`src/rtl/packet_pkg.sv`:
```
// Shared definitions for the router packet buffer: in-slot field offsets, SIZE field width,
// CRC-8 polynomial, receiver FSM states and a byte-wide CRC-8 update helper.
package packet_pkg;

  localparam int unsigned OFF_SRC_ID = 0;
  localparam int unsigned OFF_DST_ID = 1;
  localparam int unsigned OFF_SIZE   = 2;
  localparam int unsigned OFF_DATA   = 3;

  localparam int unsigned SIZE_BITS = 3;

  localparam logic [7:0] CRC_POLY = 8'h07;

  typedef enum logic [2:0] {
    StIdle,
    StSrc,
    StDst,
    StSize,
    StData,
    StCrc,
    StGap,
    StDrop
  } rx_state_e;

  // CRC-8, MSB first, one whole byte per call.
  function automatic logic [7:0] crc8_update(input logic [7:0] crc, input logic [7:0] data);
    logic [7:0] c;
    c = crc ^ data;
    for (int i = 0; i < 8; i++) begin
      c = c[7] ? ((c << 1) ^ CRC_POLY) : (c << 1);
    end
    return c;
  endfunction

endpackage

```
`src/rtl/packet_receiver_if.sv`:
```
// Byte stream plus packet-buffer write port seen by packet_receiver.
// master drives the stream and buffer status; slave is the receiver.
interface packet_receiver_if #(
  parameter int unsigned UWIDTH    = 8,
  parameter int unsigned PTR_IN_SZ = 4
);

  logic [UWIDTH-1:0]    packet_in;
  logic                 packet_valid_in;
  logic                 wfull;
  logic                 wen;
  logic [PTR_IN_SZ-1:0] waddr_in;
  logic [UWIDTH-1:0]    wdata;
  logic                 winc;

  modport master (
    output packet_in,
    output packet_valid_in,
    output wfull,
    input  wen,
    input  waddr_in,
    input  wdata,
    input  winc
  );

  modport slave (
    input  packet_in,
    input  packet_valid_in,
    input  wfull,
    output wen,
    output waddr_in,
    output wdata,
    output winc
  );

endinterface

```
`src/rtl/crc8_accum.sv`:
```
// Running CRC-8 register. i_clear restarts from 0x00; when i_clear and i_en coincide the
// byte is folded into a fresh CRC so the first byte of a packet is never lost.
module crc8_accum
  import packet_pkg::*;
(
  input  logic       clk,
  input  logic       rst,
  input  logic       i_clear,
  input  logic       i_en,
  input  logic [7:0] i_data,
  output logic [7:0] o_crc
);

  logic [7:0] r_crc;
  logic [7:0] w_base;

  assign w_base = i_clear ? 8'h00 : r_crc;

  always_ff @(posedge clk or negedge rst) begin
    if (!rst) begin
      r_crc <= 8'h00;
    end else if (i_en) begin
      r_crc <= crc8_update(w_base, i_data);
    end else if (i_clear) begin
      r_crc <= 8'h00;
    end
  end

  assign o_crc = r_crc;

endmodule

```
`src/rtl/packet_receiver.sv`:
```
// Router ingress: writes SRC/DST/SIZE/DATA/CRC bytes into the current buffer slot and commits
// it with winc. Optional CRC verification is enabled by PACKET_RECEIVER_CRC_CHECK_EN.
module packet_receiver
  import packet_pkg::*;
#(
  parameter int unsigned UWIDTH    = 8,
  parameter int unsigned PTR_IN_SZ = 4
) (
  input  logic              clk,
  input  logic              rst,
  packet_receiver_if.slave  bus,
  output logic              crc_err,
  output logic [7:0]        drop_cnt
);

  rx_state_e              r_state, w_state_d;
  logic [PTR_IN_SZ-1:0]   r_addr, w_addr_d;
  logic [SIZE_BITS-1:0]   r_remain, w_remain_d;
  logic                   r_wen, w_wen;
  logic [PTR_IN_SZ-1:0]   r_waddr, w_waddr;
  logic [UWIDTH-1:0]      r_wdata;
  logic                   r_pend;
  logic                   r_winc, w_winc_d;
  logic [7:0]             r_drop_cnt;
  logic                   w_drop_inc;
  logic                   w_drop_any;
  logic                   w_crc_done;

  always_comb begin
    w_state_d  = r_state;
    w_addr_d   = r_addr;
    w_remain_d = r_remain;
    w_wen      = 1'b0;
    w_waddr    = r_waddr;
    w_drop_inc = 1'b0;
    w_crc_done = 1'b0;
    case (r_state)
      StIdle: begin
        if (bus.packet_valid_in) begin
          if (bus.wfull) begin
            w_state_d  = StDrop;
            w_drop_inc = 1'b1;
          end else begin
            w_wen     = 1'b1;
            w_waddr   = PTR_IN_SZ'(OFF_SRC_ID);
            w_state_d = StDst;
          end
        end
      end
      StDst: begin
        if (bus.packet_valid_in) begin
          w_wen     = 1'b1;
          w_waddr   = PTR_IN_SZ'(OFF_DST_ID);
          w_state_d = StSize;
        end else begin
          w_state_d  = StIdle;
          w_drop_inc = 1'b1;
        end
      end
      StSize: begin
        if (bus.packet_valid_in) begin
          w_wen      = 1'b1;
          w_waddr    = PTR_IN_SZ'(OFF_SIZE);
          w_remain_d = bus.packet_in[SIZE_BITS-1:0];
          w_addr_d   = PTR_IN_SZ'(OFF_DATA);
          if (bus.packet_in[SIZE_BITS-1:0] == '0) begin
            w_state_d  = StDrop;
            w_drop_inc = 1'b1;
          end else begin
            w_state_d = StData;
          end
        end else begin
          w_state_d  = StIdle;
          w_drop_inc = 1'b1;
        end
      end
      StData: begin
        if (bus.packet_valid_in) begin
          w_wen      = 1'b1;
          w_waddr    = r_addr;
          w_addr_d   = r_addr + PTR_IN_SZ'(1);
          w_remain_d = r_remain - SIZE_BITS'(1);
          if (r_remain == SIZE_BITS'(1)) begin
            w_state_d = StCrc;
          end
        end else begin
          w_state_d  = StIdle;
          w_drop_inc = 1'b1;
        end
      end
      StCrc: begin
        if (bus.packet_valid_in) begin
          w_wen      = 1'b1;
          w_waddr    = r_addr;
          w_crc_done = 1'b1;
          w_state_d  = StGap;
        end else begin
          w_state_d  = StIdle;
          w_drop_inc = 1'b1;
        end
      end
      StGap, StDrop: begin
        if (!bus.packet_valid_in) begin
          w_state_d = StIdle;
        end
      end
      default: w_state_d = StIdle;
    endcase
  end

`ifdef PACKET_RECEIVER_CRC_CHECK_EN
  logic [7:0] w_crc;
  logic       r_pend_ok;
  logic       r_crc_err;

  // CRC covers every written byte except the trailing CRC byte itself.
  crc8_accum u_crc (
    .clk     (clk),
    .rst     (rst),
    .i_clear (r_state == StIdle),
    .i_en    (w_wen & ~w_crc_done),
    .i_data  (8'(bus.packet_in)),
    .o_crc   (w_crc)
  );

  always_ff @(posedge clk or negedge rst) begin
    if (!rst) begin
      r_pend_ok <= 1'b0;
      r_crc_err <= 1'b0;
    end else begin
      r_pend_ok <= w_crc_done && (w_crc == 8'(bus.packet_in));
      r_crc_err <= r_pend & ~r_pend_ok;
    end
  end

  assign w_winc_d   = r_pend & r_pend_ok;
  assign w_drop_any = w_drop_inc | (r_pend & ~r_pend_ok);
  assign crc_err    = r_crc_err;
`else
  assign w_winc_d   = r_pend;
  assign w_drop_any = w_drop_inc;
  assign crc_err    = 1'b0;
`endif

  always_ff @(posedge clk or negedge rst) begin
    if (!rst) begin
      r_state    <= StIdle;
      r_addr     <= '0;
      r_remain   <= '0;
      r_wen      <= 1'b0;
      r_waddr    <= '0;
      r_wdata    <= '0;
      r_pend     <= 1'b0;
      r_winc     <= 1'b0;
      r_drop_cnt <= 8'h00;
    end else begin
      r_state  <= w_state_d;
      r_addr   <= w_addr_d;
      r_remain <= w_remain_d;
      r_wen    <= w_wen;
      if (w_wen) begin
        r_waddr <= w_waddr;
        r_wdata <= bus.packet_in;
      end
      // r_pend marks the cycle after the CRC write; winc follows one cycle later.
      r_pend <= w_crc_done;
      r_winc <= w_winc_d;
      if (w_drop_any && (r_drop_cnt != 8'hFF)) begin
        r_drop_cnt <= r_drop_cnt + 8'd1;
      end
    end
  end

  assign bus.wen      = r_wen;
  assign bus.waddr_in = r_waddr;
  assign bus.wdata    = r_wdata;
  assign bus.winc     = r_winc;
  assign drop_cnt     = r_drop_cnt;

endmodule

```
`src/flat_wrapper.sv`:
```
// flat-port wrapper written by rule: the top's interface ports become plain ports
module packet_receiver_flat import packet_pkg::*;
#(
  parameter int unsigned UWIDTH    = 8,
  parameter int unsigned PTR_IN_SZ = 4
)
  (clk, rst, crc_err, drop_cnt, bus_packet_in, bus_packet_valid_in, bus_wfull, bus_wen, bus_waddr_in, bus_wdata, bus_winc);
  packet_receiver_if #(.UWIDTH(UWIDTH), .PTR_IN_SZ(PTR_IN_SZ)) bus_i ();
  input  logic clk;
  input  logic rst;
  output logic crc_err;
  output logic [7:0] drop_cnt;
  input wire logic [$bits(bus_i.packet_in)-1:0] bus_packet_in;
  input wire logic [$bits(bus_i.packet_valid_in)-1:0] bus_packet_valid_in;
  input wire logic [$bits(bus_i.wfull)-1:0] bus_wfull;
  output wire logic [$bits(bus_i.wen)-1:0] bus_wen;
  output wire logic [$bits(bus_i.waddr_in)-1:0] bus_waddr_in;
  output wire logic [$bits(bus_i.wdata)-1:0] bus_wdata;
  output wire logic [$bits(bus_i.winc)-1:0] bus_winc;
  assign bus_i.packet_in = bus_packet_in;
  assign bus_i.packet_valid_in = bus_packet_valid_in;
  assign bus_i.wfull = bus_wfull;
  assign bus_wen = bus_i.wen;
  assign bus_waddr_in = bus_i.waddr_in;
  assign bus_wdata = bus_i.wdata;
  assign bus_winc = bus_i.winc;
  packet_receiver #(.UWIDTH(UWIDTH), .PTR_IN_SZ(PTR_IN_SZ)) u_core (.clk(clk), .rst(rst), .bus(bus_i), .crc_err(crc_err), .drop_cnt(drop_cnt));
endmodule
```
`config.mk`:
```
export PLATFORM = sky130hd
export DESIGN_NAME = packet_receiver_flat
export DESIGN_NICKNAME = d
export VERILOG_FILES = /design/src/rtl/packet_pkg.sv /design/src/rtl/packet_receiver_if.sv /design/src/rtl/crc8_accum.sv /design/src/rtl/packet_receiver.sv /design/src/flat_wrapper.sv
export SDC_FILE = /design/constraint.sdc
export NUM_CORES = 1
export LEC_CHECK = 0
export CAP_MARGIN = 5
export CORE_UTILIZATION = 35
export DETAILED_ROUTE_END_ITERATION = 8
export PLACE_DENSITY = 0.62
export SLEW_MARGIN = 15
export SYNTH_ARGS = -nofsm -noshare
export SYNTH_HDL_FRONTEND = slang
export SYNTH_SLANG_ARGS = --single-unit
```
`constraint.sdc`:
```
create_clock -name clk -period 2.65 [get_ports clk]
set_clock_uncertainty 0.1 [all_clocks]
set_input_delay 0.53 -clock clk [delete_from_list [all_inputs] [get_ports clk]]
set_output_delay 0.53 -clock clk [all_outputs]
set_load 0.03 [all_outputs]
```
* After elaboration in Yosys (flattened, before gate mapping)
Index checks and enable logic that the tools add are counted.
** Storage, ports and cells
- Bits in registers :: 33
- Input port bits :: 12
- Output and inout bits :: 23
- Logic and storage cells :: 73
** Operators by class
- Add/sub/neg operators :: 3
- Equality and inequality tests :: 16
- Mux-type cells :: 33
- Reductions and logical operators :: 12
** Operator list (number)
- $mux W4 :: 7
- $mux W3 :: 9
- $pmux W3 S6 :: 1
- $pmux W4 S4 :: 1
- $eq A3 B3 Y1 const B :: 4
- $ne A2 B2 Y1 const B :: 6
- $mux W1 :: 9
- $add A8 B1 Y8 const B :: 1
- $ne A8 B8 Y1 const B :: 1
- $pmux W4 S2 :: 1
- $reduce_and A7 Y1 :: 1
- $eq A3 B2 Y1 const B :: 2
- $logic_not A3 Y1 :: 2
- $pmux W3 S2 :: 1
- $reduce_and A3 Y1 :: 2
- $add A4 B1 Y4 const B :: 1
- $mux W2 :: 2
- $reduce_bool A4 Y1 :: 1
- $reduce_or A2 Y1 :: 2
- $reduce_or A4 Y1 :: 1
- $eq A3 B1 Y1 const B :: 1
- $ne A3 B2 Y1 const B :: 1
- $pmux W1 S3 :: 1
- $reduce_or A3 Y1 :: 1
- 5 further kinds :: 5

* Longest topological paths before layout
Gate-level depths: netlist of the first run.
- Depth in word-level cells :: 5
- Mapped depth :: 7
- Mapped depth without buffers :: 7

* Worst setup path before layout of the first run
OpenSTA, ideal clock, no wires.
- Kind :: reg-to-reg
- From :: register u_core.r_state[1]
- To :: register u_core.r_waddr[2] (netlist: u_core.bus.waddr_in[2])
- Library setup time :: 120 ps
- Arrival time :: 1653 ps
- Required time :: 2430 ps
- Path slack :: 777 ps
- Cell stages (with the launch flop) :: 8
- Buffers on the path :: 1
- Period minus slack after synthesis :: 1873 ps
- Cells stage by stage :: dfrtp_1 -> buf_4 -> inv_2 -> ha_1 -> o21ai_0 -> a221oi_2 -> nor2b_1 -> a31o_2
** On the way
- Word-level cells in the longest chain between the ends :: 4
- Elaborated cells between the ends (all ways) :: 16
- Those cells by class :: 9 x eq/ne; 2 x mux; 5 x reduce/logical
** RTL lines
- start: declaration :: line packet_receiver.sv:16 : rx_state_e r_state, w_state_d;
- start signal: assignment :: line packet_receiver.sv:147 : r_state <= StIdle;
- start signal: assignment :: line packet_receiver.sv:157 : r_state <= w_state_d;
- $eq A3 B2 Y1 / $eq A3 B3 Y1 (equally long branches) :: line packet_receiver.sv:37 : case (r_state)
- $reduce_or A4 Y1 (no source line) / $reduce_or A2 Y1 (equally long branches)
- $pmux W1 S2 (tied with other cells) :: line packet_receiver.sv:37
- $reduce_and A7 Y1 (no source line)
- end signal: assignment :: line packet_receiver.sv:162 : r_waddr <= w_waddr;
- end: declaration :: line packet_receiver.sv:20 : logic [PTR_IN_SZ-1:0] r_waddr, w_waddr;
Several ways; a longest one is shown, not always the timed one.
A chain may end at the register's enable or synchronous reset.

* Worst setup path after layout of the first run
- From :: input port bus_packet_valid_in
- To :: register u_core.r_state[2]
** On the way
- Word-level cells in the longest chain between the ends :: 2
- Elaborated cells between the ends (all ways) :: 8
- Those cells by class :: 3 x eq/ne; 4 x mux; 1 x reduce/logical
** RTL lines
- start: declaration :: line flat_wrapper.sv:14 : input wire logic [$bits(bus_i.packet_valid_in)-1:0] bus_packet_valid_in;
- $mux W3 (tied with other cells) :: line packet_receiver.sv:92 : if (bus.packet_valid_in) begin
- $pmux W3 S6 / $reduce_and A3 Y1 (equally long branches)
Several ways; a longest one is shown, not always the timed one.

==> flow_metrics.tcl, run 1 <==
set metrics [dict create \
    yosysUniqueCellTypes 43 \
    ys.flop_type "dfrtp_1" \
    crit_chain "clkdlybuf4s50_1 > buf_4 > and4bb_2 > o21ai_0 > o211ai_1 > a21o_1 > o21ai_0" \
    initial_core_util_pct 36.2 \
    leakage_nw 0.963 \
    synth-seq-cells 33 \
    crit_top_cell "o21ai_0" \
    viasPerCell 4.88 \
    fin_nets 228 \
    maxCapViolations 0 \
    status "finished clean" \
    synth_area_um2 1710 \
    area_delta_synth_final_pct 30.7 \
    cts-root-buf "clkbuf_8" \
    die_h_um 71.9 \
    diodes 0 \
    cts_tree "yes" \
    hold_violations 0 \
    fp.dieArea_um2 5170 \
    rsz0062_at_grt "false" \
    fmaxAchievable_ghz 0.460 \
    slowest_stage "clkdlybuf4s50_1" \
    hpwl_um 2480 \
    grtUsageTotal_pct 14.3 \
    crit_family "buffers and inverters" \
    cp_max_fo 13 \
    htreeDepth 2 \
    fin_util_pct 47.3 \
    first_pass_iters 4 \
    finalMaxSlewViolations 0 \
    ios 35 \
    finish.instance_area_um2 2230 \
    critical_path.startpoint_type "primary input" \
    fillers 454 \
    multi_input_comb_area_um2 803 \
    worstMarginPinSlew_ns 0.490 \
    grt.overflow.total 0 \
    cp_slowest_stage_delay_ns 0.56 \
    clk_pin_slew_worst_paths_ns 0.06 \
    grt_pass1_vias 1309 \
    syn_nets 188 \
    cts_inserted_buffers 5 \
    power.density_nw_per_um2 1210 \
    num_vias 1357 \
    final_cell_mix "33 x clkdlybuf4s50_1, 33 x dfrtp_1, 22 x nand2_1, 16 x o21ai_0, 11 x a21oi_1" \
    portBuffers 33 \
    wl_per_cell_um 12.4 \
    rows 25 \
    cts_resized 0 \
    dpl-instance-area_um2 2130 \
    place.gp.congestion 0.869 \
    worstSetupPathType "in2reg" \
    grt_max_degree 34 \
    endpoint_kind "register" \
    synth.yosys.warnings 0 \
    required_ns 2.74 \
    max_slew_margin_pct 67.1 \
    avgSynthCellArea_um2 10.1 \
    synth_edf_count 0 \
    drc_errors 0 \
    synthCells 170 \
    seq_area_um2 826 \
    ir_worst_vdd_mv 0.666 \
    min_period_over_period_pct 82.0 \
    cts_buffer_depth 2 \
    min_period_ns 2.17 \
    fin_setup_tns_ns 0 \
    post_cts_buffers 0 \
    synth.yosys.seq_area_share_pct 48.3 \
    drt_iter0_markers 52 \
    die_w_um 71.9 \
    total_power_mw 2.70 \
    synthArstFlopShare_pct 100 \
    holdBufCountCts 0 \
    finalSetupViolations 0 \
    layout-drive-gt1-share_pct 16.1 \
    wl_um 3460 \
    core_area_um2 4720 \
    ant_nets 0 \
    cp_num_buf_inv 2 \
    hold_class "reg2reg" \
    grt_pass1_wl_um 5890 \
    cts.sinks 33 \
    antenna_found_initial 0 \
    arrival_ns 2.26 \
    insertion_delay_ns 0.28 \
]
-- final timing paths --
check | from | endpoint | slack (ns) | depth (start not counted)
max in group asynchronous | rst | u_core.bus.waddr_in[0]$_DFFE_PN0P_ | 1.58 | 2
worst max register to register | u_core.r_state[2]$_DFFE_PN0P_ | u_core.drop_cnt[1]$_DFFE_PN0P_ | 0.51 | 4
worst min register to register | u_core.r_pend$_DFF_PN0_ | u_core.bus.winc$_DFF_PN0_ | 0.25 | 0
worst min-delay path | u_core.r_pend$_DFF_PN0_ | u_core.bus.winc$_DFF_PN0_ | 0.25 | 0
min in group asynchronous | rst | u_core.bus.wen$_DFF_PN0_ | 0.56 | 2
worst max-delay path | bus_packet_valid_in | u_core.r_state[2]$_DFFE_PN0P_ | 0.48 | 7
-- layout make-up --
type | instances | area share (%)
flip-flops and latches | 33 | 37.0
multi-input cells | 121 | 35.9
repair buffers | 41 | 17.5
clock buffers | 7 | 4.31
well taps | 67 | 3.75
inverters | 8 | 1.34
clock inverters | 1 | 0.224
-- worst reg2reg max path, cell delays in order (launching register included) --
cell,delay (ns)
dfrtp_1,0.49
nand3b_1,0.30
nor4_2,0.41
o221a_2,0.38
mux2_2,0.35
-- power by group --
part | switching (mW) | leakage (nW) | internal [mW] | total (mW)
clock network | 0.177 | 0.0542 | 0.235 | 0.411
registers | 0.189 | 0.404 | 0.717 | 0.906
logic | 0.754 | 0.505 | 0.624 | 1.38
total | 1.12 | 0.963 | 1.58 | 2.70
-- state kept, by name, indices dropped and copies added, names as in the netlist --
name,flops
u_core.bus.waddr_in,4
u_core.bus.wen,1
u_core.r_pend,1
u_core.r_state,3
u_core.r_remain,3
u_core.drop_cnt,8
u_core.r_addr,4
u_core.bus.winc,1
u_core.bus.wdata,8
-- cells in the mapped netlist (all sizes together), types with 2 or more instances --
library cell / number / area share, %
dfrtp: 33 / 48
nand2: 22 / 4.8
o21ai: 18 / 5.3
a21oi: 11 / 3.2
mux2: 9 / 5.9
inv: 8 / 1.8
nor2: 8 / 1.8
ha: 6 / 4.4
xnor2: 6 / 3.1
buf: 5 / 2.3
nand4: 4 / 1.5
clkbuf: 3 / 0.66
nand3: 3 / 0.88
a21o: 2 / 0.88
a22oi: 2 / 0.88
a31o: 2 / 1.0
and3: 2 / 0.73
nand2b: 2 / 0.73
nor2b: 2 / 0.73
nor3: 2 / 0.59
o32ai: 2 / 1.0
-- per-layer routing --
metal | wire length [µm] | share of wire [%] | track usage, % | vias to the layer above
met5 | 0 | 0 | 0 | -
met4 | 23 | 0.67 | 3.27 | 0
met3 | 157 | 4.5 | 4.50 | 5
met2 | 1660 | 48 | 23.4 | 31
met1 | 1620 | 47 | 18.6 | 648
li1 | - | - | - | 673
-- through the flow --
stage                     std cells  setup WS [ns]  hold WS (ns)
after floorplan                 170          0.777         0.134
after global placement          270          0.226         0.236
after detailed placement        270          0.210         0.237
after CTS                       278          0.507         0.253
after global routing            278          0.382         0.262
final                           278          0.476         0.250
-- kinds of logic (layout without fill, tap and decap cells) --
| family | Yosys count | after routing | share of synthesized area (%) |
|---|---|---|---|
| multiplexers | 10 | 10 | 6.52 |
| AND/OR/NAND/NOR | 54 | 54 | 16.6 |
| other | 1 | 1 | 0.219 |
| AO/OA/AOI/OAI | 43 | 43 | 15.7 |
| buffers and inverters | 16 | 57 | 4.68 |
| XOR/XNOR | 7 | 7 | 3.59 |
| flip-flops | 33 | 33 | 48.3 |
| adder cells (fa/ha/maj) | 6 | 6 | 4.39 |
No activity file was read; power rests on OpenSTA's default activity.
==> run 2, diff against run 1 <==
- clock period: 2.65 -> 2.18 ns (I/O delays scaled with it)
==> flow_metrics.tcl, run 2 (synthesis gave the netlist of run 1 again) <==
set metrics [dict create \
    status "finished clean" \
    ant_nets 0 \
    viasPerCell 4.86 \
    first_pass_iters 4 \
    hpwl_um 2540 \
    critical_path.startpoint_type "primary input" \
    worstSetupPathType "in2reg" \
    endpoint_kind "register" \
    crit_chain "clkdlybuf4s50_1 > or3b_1 > o21ai_1 > o221a_2 > mux2_2" \
    hold-worst-slack_ns 0.252 \
    setup_ws_ns 0.178 \
    num_vias 1409 \
    arrival_ns 2.06 \
    total_power_mw 3.36 \
    leakage_nw 1.03 \
    multi_input_comb_area_um2 803 \
    fp.dieArea_um2 5170 \
    grt_pass1_wl_um 6040 \
    wl_per_cell_um 12.0 \
    ios 35 \
    grtUsageTotal_pct 15.1 \
    diodes 0 \
    die_w_um 71.9 \
    min_period_over_period_pct 91.9 \
    fin_util_pct 49.5 \
    cts_tree "yes" \
    rows 25 \
    r2r_start "u_core.r_state[2]$_DFFE_PN0P_" \
    grt.overflow.total 0 \
    portBuffers 33 \
    hold_violations 0 \
    slowest_stage "clkdlybuf4s50_1" \
    hold_class "reg2reg" \
    clk_pin_slew_worst_paths_ns 0.07 \
    layout-drive-gt1-share_pct 20.6 \
    htreeDepth 2 \
    seq_area_um2 826 \
    finalSetupViolations 0 \
    power.density_nw_per_um2 1440 \
    crit_family "buffers and inverters" \
    hold_start "u_core.r_pend$_DFF_PN0_" \
    cp_num_buf_inv 1 \
    cts_inserted_buffers 5 \
    min_period_ns 2.00 \
    drt_iter0_markers 61 \
    final_cell_mix "33 x clkdlybuf4s50_1, 33 x dfrtp_1, 22 x nand2_1, 19 x buf_4, 16 x o21ai_0" \
    cp_max_fo 8 \
    grt_max_degree 34 \
    die_h_um 71.9 \
    worstMarginPinSlew_ns 0.491 \
    cts_resized 0 \
    grt_pass1_vias 1334 \
    holdBufCountCts 0 \
    wl_um 3480 \
    place.gp.congestion 0.873 \
    area_delta_synth_final_pct 36.7 \
    max_slew_margin_pct 67.0 \
    fin_nets 240 \
    ir_worst_vdd_mv 0.729 \
    drc_errors 0 \
    rsz0062_at_grt "false" \
    cts_buffer_depth 2 \
    antenna_found_initial 0 \
    finalMaxSlewViolations 0 \
    cts-root-buf "clkbuf_8" \
    initial_core_util_pct 36.2 \
    cp-startpoint "bus_wfull" \
    fmaxAchievable_ghz 0.499 \
    insertion_delay_ns 0.28 \
    cp_slowest_stage_delay_ns 0.50 \
    maxCapViolations 0 \
    cts.sinks 33 \
    fillers 441 \
    core_area_um2 4720 \
    fin_setup_tns_ns 0 \
    pre_cts_ws_ns -0.0989 \
    post_cts_buffers 0 \
    required_ns 2.24 \
]
run 2: cell types whose count changed in the layout (fill, tap and decap cells not counted), sizes merged:
cell	change
buf	+12
run 2: layout make-up:
cell class / count / share of cell area (%)
clock buffers: 7 / 4.12
clock inverters: 1 / 0.214
inverters: 8 / 1.28
multi-input cells: 121 / 34.4
flip-flops and latches: 33 / 35.3
well taps: 67 / 3.59
repair buffers: 53 / 21.1
run 2: routing by layer:
metal | routed length, µm | part of all wire (%) | up-vias | global-route usage (%)
li1 | - | - | 705 | -
met1 | 1720 | 49 | 674 | 20.5
met2 | 1580 | 45 | 26 | 23.8
met3 | 152 | 4.4 | 4 | 3.94
met4 | 27 | 0.78 | 0 | 4.58
met5 | 0 | 0 | - | 0
run 2: path summary, 6_finish.rpt:
| check | slack [ns] | depth (start not counted) | to |
|---|---|---|---|
| min | 0.25 | 0 | u_core.bus.winc$_DFF_PN0_ |
| max | 0.18 | 5 | u_core.drop_cnt[1]$_DFFE_PN0P_ |
| min reg2reg | 0.25 | 0 | u_core.bus.winc$_DFF_PN0_ |
| max reg2reg | 0.26 | 7 | u_core.bus.wdata[4]$_DFFE_PN0P_ |
| max in group asynchronous | 1.20 | 2 | u_core.bus.wen$_DFF_PN0_ |
| min in group asynchronous | 0.47 | 2 | u_core.r_pend$_DFF_PN0_ |
run 2: report_power, final:
group | total [mW] | leakage [nW] | internal (mW) | switching [mW]
Combinational | 1.76 | 0.570 | 0.836 | 0.921
Sequential | 1.10 | 0.404 | 0.872 | 0.231
Clock | 0.498 | 0.0542 | 0.285 | 0.213
Total | 3.36 | 1.03 | 1.99 | 1.36
run 2: stage by stage:
step                cells  area (µm²)
floorplan             170        1710
global placement      282        2240
detailed placement    282        2240
CTS                   290        2340
global route          290        2340
finish                290        2340
